$ cat src/rtl/bitmap_pixel_shifter.sv
// ---------------------------------------------------------------------------
// bitmap_pixel_shifter
//
// Serialises 16-bit bitmap words (four 4-bit pixels) from video RAM into a
// 4-bit pixel index stream at half the system clock rate. It also applies
// horizontal flip, 0-3 pixel fine scroll and blanking, and raises a sticky
// flag when the pixel supply runs dry during active video.
//
// Ports
//   CLK10     in   1   10 MHz system clock (the only clock)
//   RESET     in   1   synchronous, active-high reset
//   LOAD      in   1   load VD into the shifter (sampled on strobe edges)
//   VD        in   16  bitmap word, pixel 0 = VD[15:12], pixel 3 = VD[3:0]
//   FLIP      in   1   horizontal flip, captured together with LOAD
//   HSCRL     in   2   fine scroll, extra output delay of 0-3 pixels
//   BLANK     in   1   forces BIT to 0 and masks underrun detection
//   PIXEN     out  1   pixel phase, high in the cycle before each strobe edge
//   BIT       out  4   pixel colour index to the colour memory
//   UNDERRUN  out  1   sticky starvation flag, cleared only by RESET
// ---------------------------------------------------------------------------
module bitmap_pixel_shifter (
    input  logic        CLK10,
    input  logic        RESET,
    input  logic        LOAD,
    input  logic [15:0] VD,
    input  logic        FLIP,
    input  logic [1:0]  HSCRL,
    input  logic        BLANK,
    output logic        PIXEN,
    output logic [3:0]  BIT,
    output logic        UNDERRUN
);

    logic        r_ph;
    logic [15:0] r_sr;
    logic        r_fr;
    logic [2:0]  r_avail;
    logic [3:0]  r_tap [0:3];
    logic [3:0]  r_bit;
    logic        r_underrun;

    logic        w_have;
    logic [3:0]  w_cur;
    logic [3:0]  w_tap_in;
    logic [15:0] w_sr_shift;
    logic [3:0]  w_tap_sel;

    // The pixel leaving the shifter sits at whichever end the word was
    // loaded for: MSB nibble normally, LSB nibble when flipped.
    assign w_have     = (r_avail != 3'd0);
    assign w_cur      = r_fr ? r_sr[3:0] : r_sr[15:12];
    assign w_tap_in   = w_have ? w_cur : 4'h0;
    assign w_sr_shift = r_fr ? {4'h0, r_sr[15:4]} : {r_sr[11:0], 4'h0};
    // Old tap contents: the scroll read sees the line before this edge's shift.
    assign w_tap_sel  = r_tap[HSCRL];

    always_ff @(posedge CLK10) begin
        if (RESET) begin
            r_ph       <= 1'b0;
            r_sr       <= 16'h0000;
            r_fr       <= 1'b0;
            r_avail    <= 3'd0;
            r_tap[0]   <= 4'h0;
            r_tap[1]   <= 4'h0;
            r_tap[2]   <= 4'h0;
            r_tap[3]   <= 4'h0;
            r_bit      <= 4'h0;
            r_underrun <= 1'b0;
        end else begin
            r_ph <= ~r_ph;
            // Strobe edge: every other clock, where the pixel state advances.
            if (r_ph) begin
                r_tap[0] <= w_tap_in;
                r_tap[1] <= r_tap[0];
                r_tap[2] <= r_tap[1];
                r_tap[3] <= r_tap[2];

                if (!w_have && !BLANK) begin
                    r_underrun <= 1'b1;
                end

                // A load wins over the shift; leftover pixels are dropped.
                if (LOAD) begin
                    r_sr    <= VD;
                    r_fr    <= FLIP;
                    r_avail <= 3'd4;
                end else if (w_have) begin
                    r_sr    <= w_sr_shift;
                    r_avail <= r_avail - 3'd1;
                end

                r_bit <= BLANK ? 4'h0 : w_tap_sel;
            end
        end
    end

    assign PIXEN    = r_ph;
    assign BIT      = r_bit;
    assign UNDERRUN = r_underrun;

endmodule

$ cat config.mk
export PLATFORM = sky130hd
export DESIGN_NAME = bitmap_pixel_shifter
export DESIGN_NICKNAME = d
export VERILOG_FILES = /design/src/rtl/bitmap_pixel_shifter.sv
export SDC_FILE = /design/constraint.sdc
export NUM_CORES = 1
export LEC_CHECK = 0
export BUFFER_PORTS_ARGS = -buffer_cell sky130_fd_sc_hd__buf_4
export CORE_MARGIN = 4
export CORE_UTILIZATION = 30
export CTS_CLUSTER_SIZE = 8
export DETAILED_ROUTE_END_ITERATION = 16
export SLEW_MARGIN = 20
export SYNTH_ARGS = -nofsm -noshare
export SYNTH_HDL_FRONTEND = slang
export SYNTH_SLANG_ARGS = --single-unit
$ cat constraint.sdc
create_clock -name CLK10 -period 1.4 [get_ports CLK10]
set_input_delay 0 -clock CLK10 [delete_from_list [all_inputs] [get_ports CLK10]]
set_output_delay 0 -clock CLK10 [all_outputs]
set_load 0.02 [all_outputs]
**Word level (Yosys, flattened, before mapping)**

Memory sizes are Yosys's and may differ from the RTL's.
Cells that the tools add are included.
W data, S select, Z words.

- Bitwise logic cells: 5
- Reductions and logical operators: 8
- Add/subtract/negate cells: 1
- Mux-type cells: 17

Operator list:

| operator | count |
|---|---|
| $mux W16 | 3 |
| $mux W4 | 7 |
| $mux W3 | 2 |
| $reduce_and A2 Y1 | 3 |
| $mux W1 | 5 |
| $or A1 B1 Y1 | 4 |
| $reduce_bool A3 Y1 | 1 |
| $sub A3 B1 Y3 const B | 1 |
| $logic_not A1 Y1 | 2 |
| $reduce_bool A2 Y1 | 1 |
| $logic_and A1 B1 Y1 | 1 |
| $not A1 Y1 | 1 |

- Memories: 1
- Bits in registers: 26
- RAM bits: 16
- Logic and storage cells: 38
- Input port bits: 23

Memories:

| name | words | width | rd ports | clocked after memory_dff | write ports | RTL line | source |
|---|---|---|---|---|---|---|---|
| r_tap | 4 | 4 | 4 | 0 | 4 | 38 | `logic [3:0] r_tap [0:3];` |

**Depth between registers and ports, before layout**

- Depth after elaboration: 4
- Gate-level depth with buffers: 6

**Worst setup path before layout**

Ideal clock, no wire load.

- Path type: flip-flop to flip-flop
- From: register r_ph, in the netlist PIXEN
- To: memory r_tap[0][0] (enable)
- Arrival: 1.309 ns
- Setup slack: -0.273 ns
- Buffers on the path: 2
- Cell stages (with the launch flop): 5
- Period minus slack after synthesis: 1.673 ns
- Data required time: 1.036 ns
- Setup time: 0.364 ns
- Cells stage by stage: dfxtp_1 -> buf_4 -> clkbuf_1 -> nor2_1 -> inv_1

RTL lines:

| what | RTL line | source |
|---|---|---|
| from (decl) | 34 | `logic r_ph;` |
| from (signal assigned) | 70 | `r_ph <= ~r_ph;` |
| to (decl) | 38 |  |

**Final worst setup path**

- From: register r_avail[0]
- To: register r_avail[0]

- Longest elaborated chain between the ends: 3
- Elaborated cells between the ends (all ways): 6
- Classes of those cells: add/sub (1); mux (2); reduce/logical (3)

Ends and longest elaborated chain:

| what | RTL line | source |
|---|---|---|
| from (decl) | 37 | `logic [2:0] r_avail;` |
| from (signal assigned) | 89 | `r_avail <= r_avail - 3'd1;` |
| $sub A3 B1 Y3 / $reduce_bool A3 Y1 (equally long branches) | 89, 50 |  |
| $mux W3 / $reduce_bool A2 Y1 (equally long branches) | n/a |  |
| $mux W3 / $reduce_and A2 Y1 (equally long branches) | n/a |  |

Several ways; a longest one is shown, not always the timed one. The select of a mux whose other input is x is not followed.
A chain may end at the register's enable or synchronous reset.

==> flow_summary.ini <==
[run_status]
status = finished, violations left
violations = hold timing, setup timing

[worst_hold_path]
hp-class = in2reg
hold-path-cell-count = 3
min-delay-start = VD[3]
min_to = r_sr[3]

[clock_network]
clk_path_buf_depth = 2
cts-htree-levels = 2
cts.sinks = 42
cts_buffers = 5
cts_root_buf = clkbuf_8
clkTransAtPathRegs_ns = 0.08
cts_tree = yes
clk_latency_ns = 0.30

[timing]
whs_ns = -0.00558
skew_ns = 0.00697
drv_slew = 0
setup_violations = 12
fmax_mhz = 668
maxSlewHeadroom = 0.740
hold_viol = 1
setup_tns_ns = -0.506
setup_slack_ns = -0.0976
tightest_slew_ns = 0.389
period_needed_ns = 1.50
min_period_over_period = 1.07
rsz0062_at_grt = true

[final_layout]
nets = 249
drive_gt1_frac = 0.360
area.growth.synth_to_final_pct = 29.6
diodes = 0
finalInstanceArea_sq_um = 2540

[power]
power_switching_uw = 659
cell_internal_pwr_mw = 1.89
combPwrFrac = 0.158
total_power_mw = 2.55
seqPwrFrac = 0.546
p_per_area_nw_per_um2 = 1000
vdd_drop_max_mv = 0.331
clkPwrFrac = 0.296
p_leak_nw = 0.921
p_sw_frac = 0.258

[global_route]
grt_pass1_vias = 1485
grt_max_degree = 36
grt_overflow = 0
grt_pass1_wl_microns = 7090
antenna_found_initial = 0
track_usage = 0.118

[synthesis]
synth_nets = 208
synth.area.top_cells = dfxtp_1 (27%), edfxtp_1 (25%), mux2i_1 (6.1%), mux4_2 (4.6%), a21oi_1 (4.3%)
yosys.area.top_type_share = 0.266
synth.most_common_cell = dfxtp_1
yosys-top-cells-count = dfxtp_1 (26), a21oi_1 (17), edfxtp_1 (16), nand2_1 (16)
ys_seq_area_frac = 0.511
yosysWarnings = 0
netlist_area_sq_um = 1960
synth_cell_type_count = 32
syn_avg_cell_area_sq_um = 10.7
synth_edf_count = 16
synth-seq-cells = 42
yosysTopAreaCell = dfxtp_1
synth_ff_type = dfxtp_1
synthArstFlopShare = 0
syn_inst = 183

[placement]
port-buffer-count = 28
dpl-instance-area_sq_um = 2300
dp_slack_ns = -0.190
hpwl_microns = 2930
gp_congestion = 0.815

[worst_setup_path]
critPathMaxStageDelay_ns = 0.40
critPathBufInv = 2
path_cells = inv_2, ha_4, buf_4, and2b_2, or4_1, a21oi_1
crit_family = simple AND/OR/NAND/NOR gates
end_kind = flop
slowest_stage = or4_1
r2r_slack_ns = -0.1
cp.arrival_ns = 1.72
rr_endpoint = r_avail[0]
r2r-start = r_avail[0]
path_max_fanout = 4
r2r_cells = 6
worstSetupStartpointType = flop
required_ns = 1.62
path_class = reg2reg

[route]
ant_nets = 0
drcViolationCount = 0
vias = 1491
drtPass1Iterations = 4
via_per_inst = 4.94
wl_per_cell_microns = 14.2
wl_microns = 4290
drtIter0Drc = 91

[job]
cap_violations = 0

[floorplan]
num_rows = 29
dieWidth_microns = 88.8
num_io_pins = 29
die_area_sq_um = 7890
core_area_sq_um = 6350
initial_core_util = 0.309
die_y_microns = 88.8
==> repair_timing <==
action | in CTS | in global routing
endpoints found under the hold margin | 5 | 1
pin swaps | 10 | 15
resized for setup | 11 | 11
hold buffers | 4 | 1
setup buffers | 3 | 0
endpoints found under the setup margin | 22 | 39
==> cell usage in the layout, fill, tap and decap left out, types with 2 or more instances in the layout <==
master	n
dlygate4sd3_1	5
mux4_2	4
a22oi_1	4
mux2i_1	12
nand2_1	16
a21oi_2	6
inv_2	3
a21oi_4	3
o21ai_0	10
buf_4	39
a21oi_1	9
clkbuf_8	5
nor2_1	11
and2_1	12
edfxtp_1	16
a22o_2	7
nand3b_1	4
dfxtp_1	23
or4_1	2
dfxtp_2	3
a211oi_1	3
a311oi_1	4
nor3b_1	5
==> worst register-to-register path: stages (launching register included) <==
cell and delay [ns]:
dfxtp_2 0.34, inv_2 0.05, ha_4 0.16, buf_4 0.12, and2b_2 0.21, or4_1 0.40
a21oi_1 0.15
==> registers in the layout, indices dropped and copies added, names as in the netlist <==
| register | count |
|---|---|
| BIT | 4 |
| r_tap | 16 |
| r_avail | 3 |
| r_fr | 1 |
| UNDERRUN | 1 |
| r_sr | 16 |
| PIXEN | 1 |
==> kinds of logic (layout without fill, tap and decap cells) <==
logic type,after synthesis,count (layout),synth area share
AOI/OAI and AO/OA,49,49,0.169
DFF,42,42,0.511
and+or+nand+nor,58,58,0.162
adders and majority gates,2,2,0.0128
buffers and inverters,16,58,0.0383
muxes,16,16,0.107
==> per-layer routing <==
layer  track usage  vias to the layer above  part of all wire
met5             0                        -                 0
met4        0.0495                        0             0.017
met3        0.0298                        5             0.038
met2         0.179                       23              0.47
met1         0.158                      711              0.48
li1              -                      752                 -
==> per-stage QoR <==
step / cells / util
global placement: 286 / 0.362
CTS: 301 / 0.391
detailed placement: 286 / 0.362
finish: 302 / 0.400
floorplan: 183 / -
global route: 302 / 0.400
==> cell type report <==
cell class,instances,area [sq um]
Clock buffer,6,72.6
Tap cell,77,96.3
Sequential cell,42,1000
Timing Repair Buffer,46,378
Clock inverter,2,8.76
Fill cell,632,3810
Inverter,4,17.5
Multi-Input combinational cell,125,962
==> how the worst max path moves through the flow <==
stage                     cells after the start        from  slack [ns]         end
after floorplan                               6  r_avail[1]       -0.02    r_sr[10]
after global placement                        5  r_avail[1]       -0.17     r_sr[9]
after detailed placement                      5  r_avail[1]       -0.19     r_sr[7]
after CTS                                     6  r_avail[0]       -0.08  r_avail[0]
after global routing                          6  r_avail[0]       -0.16  r_avail[0]
final                                         6  r_avail[0]        -0.1  r_avail[0]
==> power by group through the flow <==
stage | logic (mW) | registers [mW] | clock network, mW
floorplan | 0.215 | 1.40 | 0
global placement | 0.341 | 1.41 | 0
detailed placement | 0.343 | 1.41 | 0
CTS | 0.378 | 1.39 | 0.771
global route | 0.442 | 1.40 | 0.817
finish | 0.402 | 1.39 | 0.754
Note: power is estimated with default switching activity, not from simulation.
